==> src/rtl/uart_tx_slave_pkg.sv <==
// Bus transaction types shared with the rest of the SoC, plus the UART window's
// register map, status bit positions and FSM state encodings.
package MemoryBus;
    typedef struct packed {
        logic        mem_read;
        logic [3:0]  mask_byte;
        logic [31:0] write_data;
        logic        start;
    } Cmd;

    typedef struct packed {
        logic [31:0] data;
        logic        done;
    } Result;
endpackage

package uart_pkg;
    localparam logic [1:0] REG_TXDATA   = 2'd0;
    localparam logic [1:0] REG_STATUS   = 2'd1;
    localparam logic [1:0] REG_BAUD_DIV = 2'd2;

    localparam int STAT_SHIFTING  = 0;
    localparam int STAT_HOLD_FULL = 1;

    typedef enum logic [1:0] {B_IDLE, B_STALL, B_RESP} bus_state_e;
    typedef enum logic [1:0] {T_IDLE, T_START, T_DATA, T_STOP} tx_state_e;

    // A programmed divisor of 0 behaves as 1 cycle per bit.
    function automatic logic [15:0] eff_div(input logic [15:0] div);
        return (div == 16'd0) ? 16'd1 : div;
    endfunction
endpackage

==> src/rtl/uart_tx_slave_if.sv <==
// MemoryBus window signals between the bus muxes and the UART responder.
interface uart_tx_slave_if;
    logic [1:0]       address;
    logic             write_enable;
    MemoryBus::Cmd    cmd;
    MemoryBus::Result result;

    modport master (output address, write_enable, cmd, input result);
    modport slave  (input address, write_enable, cmd, output result);
endinterface

==> src/rtl/uart_tx_slave_baud_gen.sv <==
// Bit-period timer: counts div-1 down to 0 and pulses tick on the last cycle
// of each bit; restart holds it at the top of a fresh period.
module uart_baud_gen (
    input  logic        clk,
    input  logic        rst_n,
    input  logic        restart_i,
    input  logic [15:0] div_i,
    output logic        tick_o
);
    logic [15:0] cnt_q, cnt_d;

    always_comb begin
        cnt_d  = cnt_q;
        tick_o = 1'b0;
        if (restart_i) begin
            cnt_d = div_i - 16'd1;
        end else if (cnt_q == 16'd0) begin
            tick_o = 1'b1;
            cnt_d  = div_i - 16'd1;
        end else begin
            cnt_d = cnt_q - 16'd1;
        end
    end

    always_ff @(posedge clk or negedge rst_n) begin
        if (!rst_n) cnt_q <= '0;
        else        cnt_q <= cnt_d;
    end
endmodule

==> src/rtl/uart_tx_slave.sv <==
// 8N1 UART transmitter behind the MemoryBus UART window: one holding byte in
// front of the shifter, stalled writes when it is full, pollable status/divisor.
module uart_tx_slave
    import uart_pkg::*;
#(
    parameter logic [15:0] DEFAULT_DIV = 16'd868
) (
    input  logic            clk,
    input  logic            rst_n,
    uart_tx_slave_if.slave  bus,
    output logic            tx,
    output logic            tx_busy
);
    bus_state_e  bstate_q, bstate_d;
    tx_state_e   tstate_q, tstate_d;
    logic [31:0] rdata_q, rdata_d;
    logic [15:0] div_q, div_d;
    logic        hold_full_q, hold_full_d;
    logic        tx_q, tx_d;
    logic [7:0]  hold_q, hold_d;
    logic [7:0]  shift_q, shift_d;
    logic [2:0]  bitcnt_q, bitcnt_d;
    logic        set_hold, consume, wr_tx, tick, shifting;
    logic [31:0] status;
    logic        unused_bits;

    assign unused_bits = ^{bus.cmd.mem_read, bus.cmd.mask_byte[3:2], bus.cmd.write_data[31:16]};

    assign shifting = (tstate_q != T_IDLE);
    assign wr_tx    = bus.write_enable && (bus.address == REG_TXDATA) && bus.cmd.mask_byte[0];

    always_comb begin
        status                 = '0;
        status[STAT_SHIFTING]  = shifting;
        status[STAT_HOLD_FULL] = hold_full_q;
    end

    uart_baud_gen u_baud (
        .clk       (clk),
        .rst_n     (rst_n),
        .restart_i (tstate_q == T_IDLE),
        .div_i     (eff_div(div_q)),
        .tick_o    (tick)
    );

    // Bus side: decode, register writes, read mux, stall on a full holding byte.
    always_comb begin
        bstate_d = bstate_q;
        rdata_d  = rdata_q;
        div_d    = div_q;
        hold_d   = hold_q;
        set_hold = 1'b0;
        case (bstate_q)
            B_IDLE: begin
                if (bus.cmd.start) begin
                    rdata_d = '0;
                    if (wr_tx && hold_full_q) begin
                        bstate_d = B_STALL;
                    end else begin
                        bstate_d = B_RESP;
                        if (wr_tx) begin
                            hold_d   = bus.cmd.write_data[7:0];
                            set_hold = 1'b1;
                        end else if (bus.write_enable) begin
                            if (bus.address == REG_BAUD_DIV) begin
                                if (bus.cmd.mask_byte[0]) div_d[7:0]  = bus.cmd.write_data[7:0];
                                if (bus.cmd.mask_byte[1]) div_d[15:8] = bus.cmd.write_data[15:8];
                            end
                        end else begin
                            case (bus.address)
                                REG_STATUS:   rdata_d = status;
                                REG_BAUD_DIV: rdata_d = {16'b0, div_q};
                                default:      rdata_d = '0;
                            endcase
                        end
                    end
                end
            end
            B_STALL: begin
                if (!hold_full_q) begin
                    hold_d   = bus.cmd.write_data[7:0];
                    set_hold = 1'b1;
                    bstate_d = B_RESP;
                end
            end
            B_RESP:  bstate_d = B_IDLE;
            default: bstate_d = B_IDLE;
        endcase
    end

    // Serial side: start, 8 data bits LSB first, stop; reload straight from
    // the holding byte at the end of a stop bit so frames are contiguous.
    always_comb begin
        tstate_d = tstate_q;
        shift_d  = shift_q;
        bitcnt_d = bitcnt_q;
        consume  = 1'b0;
        case (tstate_q)
            T_IDLE: begin
                if (hold_full_q) begin
                    consume  = 1'b1;
                    shift_d  = hold_q;
                    tstate_d = T_START;
                end
            end
            T_START: begin
                if (tick) begin
                    tstate_d = T_DATA;
                    bitcnt_d = 3'd0;
                end
            end
            T_DATA: begin
                if (tick) begin
                    if (bitcnt_q == 3'd7) begin
                        tstate_d = T_STOP;
                    end else begin
                        bitcnt_d = bitcnt_q + 3'd1;
                        shift_d  = {1'b0, shift_q[7:1]};
                    end
                end
            end
            T_STOP: begin
                if (tick) begin
                    if (hold_full_q) begin
                        consume  = 1'b1;
                        shift_d  = hold_q;
                        tstate_d = T_START;
                    end else begin
                        tstate_d = T_IDLE;
                    end
                end
            end
            default: tstate_d = T_IDLE;
        endcase

        case (tstate_d)
            T_START: tx_d = 1'b0;
            T_DATA:  tx_d = shift_d[0];
            default: tx_d = 1'b1;
        endcase
    end

    // Setting and consuming never coincide: set needs empty, consume needs full.
    assign hold_full_d = (hold_full_q & ~consume) | set_hold;

    always_ff @(posedge clk or negedge rst_n) begin
        if (!rst_n) begin
            bstate_q    <= B_IDLE;
            tstate_q    <= T_IDLE;
            rdata_q     <= '0;
            div_q       <= DEFAULT_DIV;
            hold_full_q <= 1'b0;
            tx_q        <= 1'b1;
        end else begin
            bstate_q    <= bstate_d;
            tstate_q    <= tstate_d;
            rdata_q     <= rdata_d;
            div_q       <= div_d;
            hold_full_q <= hold_full_d;
            tx_q        <= tx_d;
        end
    end

    always_ff @(posedge clk) begin
        hold_q   <= hold_d;
        shift_q  <= shift_d;
        bitcnt_q <= bitcnt_d;
    end

    assign bus.result = {rdata_q, (bstate_q == B_RESP)};
    assign tx         = tx_q;
    assign tx_busy    = shifting | hold_full_q;
endmodule

==> src/flat_wrapper.sv <==
// flat-port wrapper written by rule: the top's interface ports become plain ports
module uart_tx_slave_flat import uart_pkg::*;
#(
    parameter logic [15:0] DEFAULT_DIV = 16'd868
)
  (clk, rst_n, tx, tx_busy, bus_address, bus_write_enable, bus_cmd, bus_result);
  uart_tx_slave_if bus_i ();
  input  logic clk;
  input  logic rst_n;
  output logic tx;
  output logic tx_busy;
  input wire logic [$bits(bus_i.address)-1:0] bus_address;
  input wire logic [$bits(bus_i.write_enable)-1:0] bus_write_enable;
  input wire logic [$bits(bus_i.cmd)-1:0] bus_cmd;
  output wire logic [$bits(bus_i.result)-1:0] bus_result;
  assign bus_i.address = bus_address;
  assign bus_i.write_enable = bus_write_enable;
  assign bus_i.cmd = bus_cmd;
  assign bus_result = bus_i.result;
  uart_tx_slave #(.DEFAULT_DIV(DEFAULT_DIV)) u_core (.clk(clk), .rst_n(rst_n), .bus(bus_i), .tx(tx), .tx_busy(tx_busy));
endmodule
==> config.mk <==
export PLATFORM = sky130hd
export DESIGN_NAME = uart_tx_slave_flat
export DESIGN_NICKNAME = d
export VERILOG_FILES = /design/src/rtl/uart_tx_slave_pkg.sv /design/src/rtl/uart_tx_slave_if.sv /design/src/rtl/uart_tx_slave_baud_gen.sv /design/src/rtl/uart_tx_slave.sv /design/src/flat_wrapper.sv
export SDC_FILE = /design/constraint.sdc
export NUM_CORES = 1
export LEC_CHECK = 0
export ABC_AREA = 1
export ABC_CLOCK_PERIOD_IN_PS = 2260
export CORE_UTILIZATION = 44
export CTS_CLUSTER_SIZE = 16
export DETAILED_ROUTE_END_ITERATION = 8
export PLACE_DENSITY = 0.72
export SYNTH_ARGS = -nofsm -noshare
export SYNTH_HDL_FRONTEND = slang
export SYNTH_SLANG_ARGS = --single-unit
==> constraint.sdc <==
create_clock -name clk -period 2.26 [get_ports clk]
set_input_delay 0.339 -clock clk [delete_from_list [all_inputs] [get_ports clk]]
set_output_delay 0.339 -clock clk [all_outputs]
set_load 0.02 [all_outputs]
---- Word level (Yosys, flattened, before mapping) ----
Cells that the tools add are included.
operators by class
  bitwise gates (word level) .............. 6
  reductions and logical operators ........ 19
  add/sub/neg operators ................... 3
  muxes and demuxes ....................... 43
  eq/ne operators ......................... 18
operators with widths
  operator                                               number
  two-way mux 32 bit                                     3
  two-way mux 8 bit                                      8
  two-way mux 16 bit                                     3
  zero test 16 bit                                       2
  one-hot mux 16 bit (2 select lines)                    1
  subtractor 16 x 1 -> 16 bit, second input constant     2
  one-hot mux 8 bit (3 select lines)                     1
  two-way mux 2 bit                                      8
  one-hot mux 8 bit (2 select lines)                     1
  AND reduction 7 bit                                    2
  == test 2 bit, second input constant                   5
  two-way mux 1 bit                                      9
  two-way mux 3 bit                                      3
  == test 2 x 1 -> 1 bit, second input constant          4
  inequality test 2 x 1 -> 1 bit, second input constant  4
  inequality test 2 bit, second input constant           4
  one-hot mux 2 bit (4 select lines)                     1
  AND reduction 4 bit                                    2
  zero test 2 bit                                        3
  one-hot mux 1 bit (2 select lines)                     3
  one-hot mux 3 bit (2 select lines)                     1
  nonzero test 2 bit                                     3
  AND reduction 5 bit                                    1
  one-hot mux 2 bit (2 select lines)                     1
  other kinds (8)                                        14
word-level totals
  output and inout port bits .............. 35
  input bits .............................. 43
  register bits ........................... 89

---- Depth between registers and ports, before layout ----
Gate-level depths: netlist of the first run.
  word-level depth ........................ 8
  depth in mapped cells ................... 13
  depth with buffers taken out ............ 13

---- Cells and area by module ----
Synthesis of the first run repeated with hierarchy kept, for this count alone.
second synthesis, totals
  cells, all modules ...................... 535
  area, all modules ....................... 4302.9 sq um
by module, submodules not included
  module         cells an instance  area an instance (sq um)  sequential area each (sq um)  instances
  uart_tx_slave  331                2967.8                    1519.0                        1
  uart_baud_gen  204                1335.0                    400.4                         1

---- Worst setup path after synthesis of the first run ----
Ideal clock, no wire load.
  path kind ............................... register to register
  from .................................... reg u_core.div_q[8]
  to ...................................... reg u_core.u_baud.cnt_q[14]
  setup time .............................. 0.117 ns
  stages on the path, launching flop included .. 14
  data required time ...................... 2.143 ns
  arrival time ............................ 2.096 ns
  buffers on the path ..................... 0
  slack ................................... 0.047 ns
  path through ............................ dfstp_2 inv_2 nand2_1 nor2_1 a31oi_1 ha_1 nand2_1 nor2_1 nand3_1 nor2_2 nand4_1 xor2_1 nand2_1 nand2_1
on the way
  cells in the longest elaborated chain, start to end .. 5
RTL lines
  what                           line                                                        source
  start: declaration             uart_tx_slave.sv:17                                         logic [15:0] div_q, div_d;
  start signal: assignment       uart_tx_slave.sv:158                                        div_q <= div_d;
  zero test 16 bit               uart_tx_slave_pkg.sv:30                                     return (div == 16'd0) ? 16'd1 : div;
  two-way mux 16 bit *           uart_tx_slave_pkg.sv:30
  subtractor 16 x 1 -> 16 bit *  uart_tx_slave_baud_gen.sv:16, uart_tx_slave_baud_gen.sv:19
  two-way mux 16 bit             uart_tx_slave_baud_gen.sv:17                                end else if (cnt_q == 16'd0) begin
  two-way mux 16 bit *           uart_tx_slave_baud_gen.sv:15                                if (restart_i) begin
  net u_core.u_baud.cnt_d[14]    uart_tx_slave_baud_gen.sv:10                                logic [15:0] cnt_q, cnt_d;
  end signal: assignment         uart_tx_slave_baud_gen.sv:27                                else cnt_q <= cnt_d;
  end: declaration               uart_tx_slave_baud_gen.sv:10
Mark *: on every way through the listed nets, which the timed path passes. The rest lies on a longest branch.
A chain may end at the register's enable or synchronous reset.

---- Final worst setup path of the first run ----
  from .................................... reg u_core.div_q[9]
  to ...................................... reg u_core.u_baud.cnt_q[14]
The elaborated chain is that of the path after synthesis.

==> results.sh, run 1 <==
export IMPL_worstPathCellList="inv_2 > nand2_4 > nor2_1 > a31oi_2 > ha_2 > nand2_2 > nor2_4 > nand3_2 > nor2_4 > nand4_1 > xor2_1 > nand2_1 > nand2_1"
export IMPL_synth_area_mm2=0.004018
export IMPL_seq_power_share_pct=44.2
export IMPL_grt_use_total_pct=19.68
export IMPL_ys_seq_elements=73
export IMPL_end_kind="register"
export IMPL_critPathTopFamily="simple AND/OR/NAND/NOR gates"
export IMPL_synthXorXnorAreaFrac_pct=2.616
export IMPL_rrSetupSlack_ps=120
export IMPL_dp_cells=644
export IMPL_yosysSeqAreaShare_pct=47.77
export IMPL_fin_crit_sh_pct=94.49
export IMPL_internal_power_uw=2600
export IMPL_drive_gt1_share_pct=15.34
export IMPL_via_count=3383
export IMPL_postCtsHoldBufs=0
export IMPL_maxSlewHeadroom_pct=53.24
export IMPL_synth_compound_area_share_pct=10.34
export IMPL_rr_startpoint="u_core.div_q[9]$_DFFE_PN1P_"
export IMPL_worst_pin_slew_ps=701.4
export IMPL_grt_start_max_net_pins=55
export IMPL_cpPeakStageDelay_ps=540
export IMPL_cp_slowest_cell="dfstp_2"
export IMPL_drv_cap=0
export IMPL_p_leak_uw=0.002095
export IMPL_drt_vias_per_instance=5.110
export IMPL_wirelength_um=8995
export IMPL_cts_buffers_inserted=9
export IMPL_finalNonFillerCells=662
export IMPL_power_frac_comb_pct=32.5
export IMPL_cts_sinks=73
export IMPL_die_h_um=97.56
export IMPL_hp_class="input pin to asynchronous set/reset pin"
export IMPL_p_per_area_mw_per_mm2=846.0
export IMPL_yosys_area_top_type="dfrtp_1"
export IMPL_maxSlewViolCount=0
export IMPL_cp_required_ps=2500
export IMPL_io_buffers=42
export IMPL_clock_skew_ps=13.85
export IMPL_antenna_found_initial=0
export IMPL_syn_instance_count=485
export IMPL_place_hpwl_um=6563
export IMPL_finalSetupViolations=0
export IMPL_coreArea_mm2=0.008763
export IMPL_cts_root_buf="clkbuf_8"
export IMPL_fin_nets=603
export IMPL_start_util_pct=45.85
export IMPL_cp_arrival_ps=2380
export IMPL_synth_cell_types=43
export IMPL_htree_levels=3
export IMPL_area_growth_pct=21.15
export IMPL_first_pass_iters=4
export IMPL_grt_overflow=0
export IMPL_seq_area_mm2=0.001919
export IMPL_yosysWarnings=0
export IMPL_path_buf_inv=1
export IMPL_cp_max_fo=4
export IMPL_start_kind="register"
export IMPL_crit_type="register to register"
export IMPL_clkLatencyLatePin_ps=360
export IMPL_antenna_left=0
export IMPL_final_common_cell="nand2_1"
export IMPL_post_place_ws_ps=82.60
export IMPL_max_freq_ghz=0.4683
export IMPL_rows=34
export IMPL_nFillCells=800
export IMPL_drt_iter0_drc=202
export IMPL_antenna_cells=0
export IMPL_synth_edf_count=18
export IMPL_p_switching_uw=1518
export IMPL_dieWidth_um=97.56
export IMPL_fin_tns_setup_ps=0
export IMPL_synthMuxAreaShare_pct=1.775
export IMPL_synth_avg_cell_area_um2=8.284
export IMPL_peakVddDrop_uv=519.3
export IMPL_worst_slack_ps=124.6
export IMPL_synth_top_area_share_pct=29.90
export IMPL_synth_top_family_by_area="simple AND/OR/NAND/NOR gates"
export IMPL_hold_viol=0
export IMPL_switching_share_pct=36.87
export IMPL_status="complete, no violations"
export IMPL_fin_crit_ps=2135
export IMPL_clk_pin_slew_ps=80
export IMPL_gp_congestion=0.9504
export IMPL_die_area_mm2=0.009517
export IMPL_first_global_vias=3337
export IMPL_cts_tree="done"
export IMPL_final_cell_mix="nand2_1 (112), dfrtp_1 (48), inv_1 (43), o21ai_0 (43), clkdlybuf4s50_1 (40)"
export IMPL_synth_ff_type="dfrtp_1"
export IMPL_p_total_uw=4118
export IMPL_cts_buffer_depth=2
export IMPL_async_reset_ff_share_pct=73.97
export IMPL_crit_start="u_core.div_q[9]$_DFFE_PN1P_"
export IMPL_pin_count=78
export IMPL_multi_input_area_mm2=0.001841
export IMPL_drc=0
export IMPL_synth_fa_ha_area_share_pct=3.426
export IMPL_wire_per_inst_um=13.59
export IMPL_grt_pass1_wl_um=15120
export IMPL_ys_top_cells_by_area="dfrtp_1 (30%), edfxtp_1 (13%), nand2_1 (11%)"
export IMPL_synth_simple_area_share_pct=24.82
export IMPL_p_clk_share_pct=23.3
[layout make-up]
| class | instances | share of cell area [%] |
|---|---|---|
| Multi-Input combinational cell | 346 | 37.81 |
| Sequential cell | 73 | 39.43 |
| Inverter | 55 | 4.293 |
| Clock buffer | 12 | 3.188 |
| Timing Repair Buffer | 64 | 11.90 |
| Tap cell | 108 | 2.776 |
| Clock inverter | 4 | 0.5913 |
[synth_stat cells, types with 4 or more instances]
cell type  number
mux2i_1         6
o21ai_1        12
edfxtp_1       18
dfrtp_1        48
buf_4          16
nor2_1         39
xor2_1         11
a21oi_1        14
o21ai_0        43
nand2_1       115
nor3_1          4
nor2_2          8
inv_1          43
ha_1           11
nand3_1        38
dfstp_2         6
clkbuf_1        6
inv_2          11
nand4_1         5
[logic make-up after synthesis]
| kind of cell | Yosys count |
|---|---|
| simple gates | 222 |
| buf+inv | 81 |
| compound gates | 78 |
| flops | 73 |
| xor+xnor | 12 |
| fa+ha+maj | 11 |
| mux | 7 |
| other cells | 1 |
[layer usage]
layer | routed length, um | share of wire, % | global-route usage, %
met2 | 4397 | 49 | 32.44
met1 | 4080 | 45 | 25.82
met5 | 0 | 0 | 0
met4 | 158 | 1.8 | 5.317
met3 | 359 | 4.0 | 4.892
[power by group through the flow]
stage / Clock (uW) / Combinational [uW] / Sequential, uW
3_5_place_dp: 0 / 1250 / 1830
2_1_floorplan: 0 / 659 / 1890
4_1_cts: 983 / 1250 / 1810
6_report: 958 / 1340 / 1820
5_1_grt: 1040 / 1490 / 1850
3_3_place_gp: 0 / 1240 / 1830
[sequential cells by signal (all words and copies together), names as in the netlist]
name                 flops
u_core.rdata_q          16
u_core.shift_q           8
u_core.div_q            16
u_core.tstate_q          2
u_core.bstate_q          2
u_core.tx                1
u_core.hold_full_q       1
u_core.hold_q            8
u_core.bitcnt_q          3
u_core.u_baud.cnt_q     16
[per-stage QoR]
stage                     hold WS (ps)  util [%]  area [um2]
after floorplan                  43.41         -        4074
after global placement           460.7     52.64        4613
after detailed placement         477.2     52.64        4613
after CTS                        140.0     54.73        4796
after global routing             170.7     55.54        4867
final                            105.6     55.54        4867
[repair_timing]
item                                    4_1_cts  5_1_grt
endpoints found under the setup margin        1        3
pin swaps                                     0        6
hold endpoints to repair                      0        0
resized for setup                             1       14
setup buffers                                 0        2
[final timing paths]
| path | endpoint | depth (start not counted) |
|---|---|---|
| max | u_core.u_baud.cnt_q[14]$_DFF_PN0_ | 13 |
| min | u_core.u_baud.cnt_q[13]$_DFF_PN0_ | 2 |
| max reg2reg | u_core.u_baud.cnt_q[14]$_DFF_PN0_ | 13 |
| min reg2reg | u_core.rdata_q[11]$_DFFE_PN0P_ | 2 |
| max in group asynchronous | u_core.u_baud.cnt_q[0]$_DFF_PN0_ | 2 |
| min in group clk | u_core.rdata_q[11]$_DFFE_PN0P_ | 2 |
[worst register-to-register path, stage by stage (launching register included)]
cell and delay, ps:
dfstp_2 540, inv_2 60, nand2_4 80, nor2_1 70, a31oi_2 210, ha_2 210, nand2_2 80, nor2_4 140
nand3_2 110, nor2_4 150, nand4_1 100, xor2_1 150, nand2_1 70, nand2_1 50
(Power assumes the default switching activity.)
==> run 2, diff against run 1 <==
--- a/config.mk
+++ b/config.mk
@@ -8,4 +8,5 @@
 export ABC_AREA = 1
 export ABC_CLOCK_PERIOD_IN_PS = 2260
+export CAP_MARGIN = 0
 export CORE_UTILIZATION = 44
 export CTS_CLUSTER_SIZE = 16
==> constraint.sdc (replaced) <==
create_clock -name clk -period 2.26 [get_ports clk]
set_input_delay 0.452 -clock clk [delete_from_list [all_inputs] [get_ports clk]]
set_output_delay 0.452 -clock clk [all_outputs]
set_load 0.02 [all_outputs]
==> results.sh, run 2 (same netlist as run 1, synthesis figures left out) <==
export IMPL_peakVddDrop_uv=512.6
export IMPL_hold_viol=0
export IMPL_via_count=3406
export IMPL_ff2ff_path_depth=12
export IMPL_drt_vias_per_instance=5.091
export IMPL_timing_rr_end="u_core.u_baud.cnt_q[10]$_DFF_PN0_"
export IMPL_cts_buffers_inserted=9
export IMPL_grt_start_max_net_pins=32
export IMPL_end_kind="register"
export IMPL_fin_crit_ps=2208
export IMPL_rr_startpoint="u_core.div_q[2]$_DFFE_PN1P_"
export IMPL_cpPeakStageDelay_ps=560
export IMPL_drt_iter0_drc=226
export IMPL_maxSlewViolCount=0
export IMPL_antenna_cells=0
export IMPL_hold_slack_ps=133.6
export IMPL_p_per_area_mw_per_mm2=903.9
export IMPL_clk_pin_slew_ps=80
export IMPL_fin_crit_sh_pct=97.68
export IMPL_pin_count=78
export IMPL_endpoint="u_core.u_baud.cnt_q[10]$_DFF_PN0_"
export IMPL_final_common_cell="nand2_1"
export IMPL_antenna_left=0
export IMPL_wire_per_inst_um=13.78
export IMPL_p_leak_uw=0.002156
export IMPL_max_freq_ghz=0.4530
export IMPL_gp_congestion=0.9634
export IMPL_coreArea_mm2=0.008763
export IMPL_crit_type="register to register"
export IMPL_cts_tree="done"
export IMPL_cts_root_buf="clkbuf_8"
export IMPL_p_total_uw=4492
export IMPL_cp_arrival_ps=2440
export IMPL_dieWidth_um=97.56
export IMPL_io_buffers=42
export IMPL_finalSetupViolations=0
export IMPL_maxSlewHeadroom_pct=53.22
export IMPL_hp_class="input pin to asynchronous set/reset pin"
export IMPL_start_kind="register"
export IMPL_clock_skew_ps=14.81
export IMPL_drc=0
export IMPL_antenna_found_initial=0
export IMPL_cts_buffer_depth=2
export IMPL_drive_gt1_share_pct=16.22
export IMPL_rrSetupSlack_ps=50
export IMPL_crit_start="u_core.div_q[2]$_DFFE_PN1P_"
export IMPL_cp_max_fo=3
export IMPL_cts_sinks=73
export IMPL_drv_cap=0
export IMPL_postPlaceCellArea_mm2=0.004656
export IMPL_worst_pin_slew_ps=701.7
export IMPL_finalInstanceArea_mm2=0.004970
export IMPL_final_cell_mix="nand2_1 (112), dfrtp_1 (48), inv_1 (43), o21ai_0 (43), clkdlybuf4s50_1 (40)"
export IMPL_first_pass_iters=5
export IMPL_cp_required_ps=2490
export IMPL_htree_levels=3
export IMPL_status="complete, no violations"
export IMPL_fin_nets=610
export IMPL_die_area_mm2=0.009517
export IMPL_grt_use_total_pct=20.81
export IMPL_biggestRegsByFlops="u_core.div_q: 16 flops, u_core.rdata_q: 16 flops, u_core.u_baud.cnt_q: 16 flops"
export IMPL_rows=34
export IMPL_wirelength_um=9218
export IMPL_place_hpwl_um=6812
export IMPL_crit_path_frequent_cell="nor2_4"
export IMPL_postCtsHoldBufs=0
export IMPL_nFillCells=771
export IMPL_first_global_vias=3372
export IMPL_worstPathCellList="nor2_2 > nand3_1 > nor3_1 > a31oi_1 > ha_2 > nand2_2 > nor2_4 > nand3_2 > nor2_4 > buf_4 > xor2_1 > a21oi_1"
export IMPL_grt_pass1_wl_um=15680
export IMPL_final_core_util_pct=56.71
export IMPL_start_util_pct=45.85
export IMPL_clkLatencyLatePin_ps=360
export IMPL_grt_overflow=0
export IMPL_die_h_um=97.56
export IMPL_area_growth_pct=23.70
export IMPL_cp_slowest_cell="dfstp_2"
-- run 2: changes by cell type in the layout (fill, tap and decap cells not counted), moves of 2 or more --
cell        change
nand2_4         -2
bufinv_16       +3
clkinvlp_4      -2
buf_4           +6
nor3_1          +2
nand2_2         +2
nor3_2          -2
-- run 2: stage by stage --
stage	std cells	worst slack, ps	setup TNS, ps
2_1_floorplan	500	47.01	0
3_3_place_gp	648	88.89	0
3_5_place_dp	648	-22.79	-22.79
4_1_cts	667	4.842	0
5_1_grt	669	-30.81	-60.45
6_report	669	52.47	0
-- run 2: repair_timing --
action / CTS / global route
buffers inserted: 3 / 2
endpoints found under the setup margin: 2 / 5
resized for setup: 7 / 4
pin swaps: 6 / 7
-- run 2: cell type report --
type,count,area [um2],share of cell area (%)
clock inverters,5,103.9,2.090
clock buffers,11,141.4,2.845
inverters,55,206.4,4.154
repair buffers,71,644.4,12.97
flip-flops and latches,73,1919,38.62
well taps,108,135.1,2.719
multi-input cells,346,1819,36.61
-- run 2: worst min-delay path by stage --
stage | from | to | slack, ps
floorplan | rst_n | u_core.bstate_q[0]$_DFFE_PN0P_ | 160
global placement | u_core.u_baud.cnt_q[0]$_DFF_PN0_ | u_core.u_baud.cnt_q[0]$_DFF_PN0_ | 460
detailed placement | u_core.u_baud.cnt_q[0]$_DFF_PN0_ | u_core.u_baud.cnt_q[0]$_DFF_PN0_ | 460
CTS | rst_n | u_core.u_baud.cnt_q[14]$_DFF_PN0_ | 160
global route | rst_n | u_core.div_q[0]$_DFFE_PN0P_ | 180
finish | rst_n | u_core.u_baud.cnt_q[14]$_DFF_PN0_ | 130
-- run 2: where the power goes --
part           leakage (uW)  internal (uW)  switching [uW]
sequential         0.000792           1610             195
combinational       0.00124            575             831
clock              0.000124            764             514
-- run 2: critical path, delay by kind of cell (launching register included) --
kind                     cells  cell delay (ps)
XOR/XNOR                     1              170
AO/OA/AOI/OAI                2              370
flip-flops                   1              560
adder cells (fa/ha/maj)      1              250
buffers and inverters        1              130
AND/OR/NAND/NOR              7              600
-- run 2: layer usage --
layer	vias up	GRT usage (%)	share of wire, %
li1	1694	-	-
met5	-	0	0
met4	0	8.371	2.5
met2	106	34.91	49
met3	24	5.108	5.3
met1	1582	25.65	43
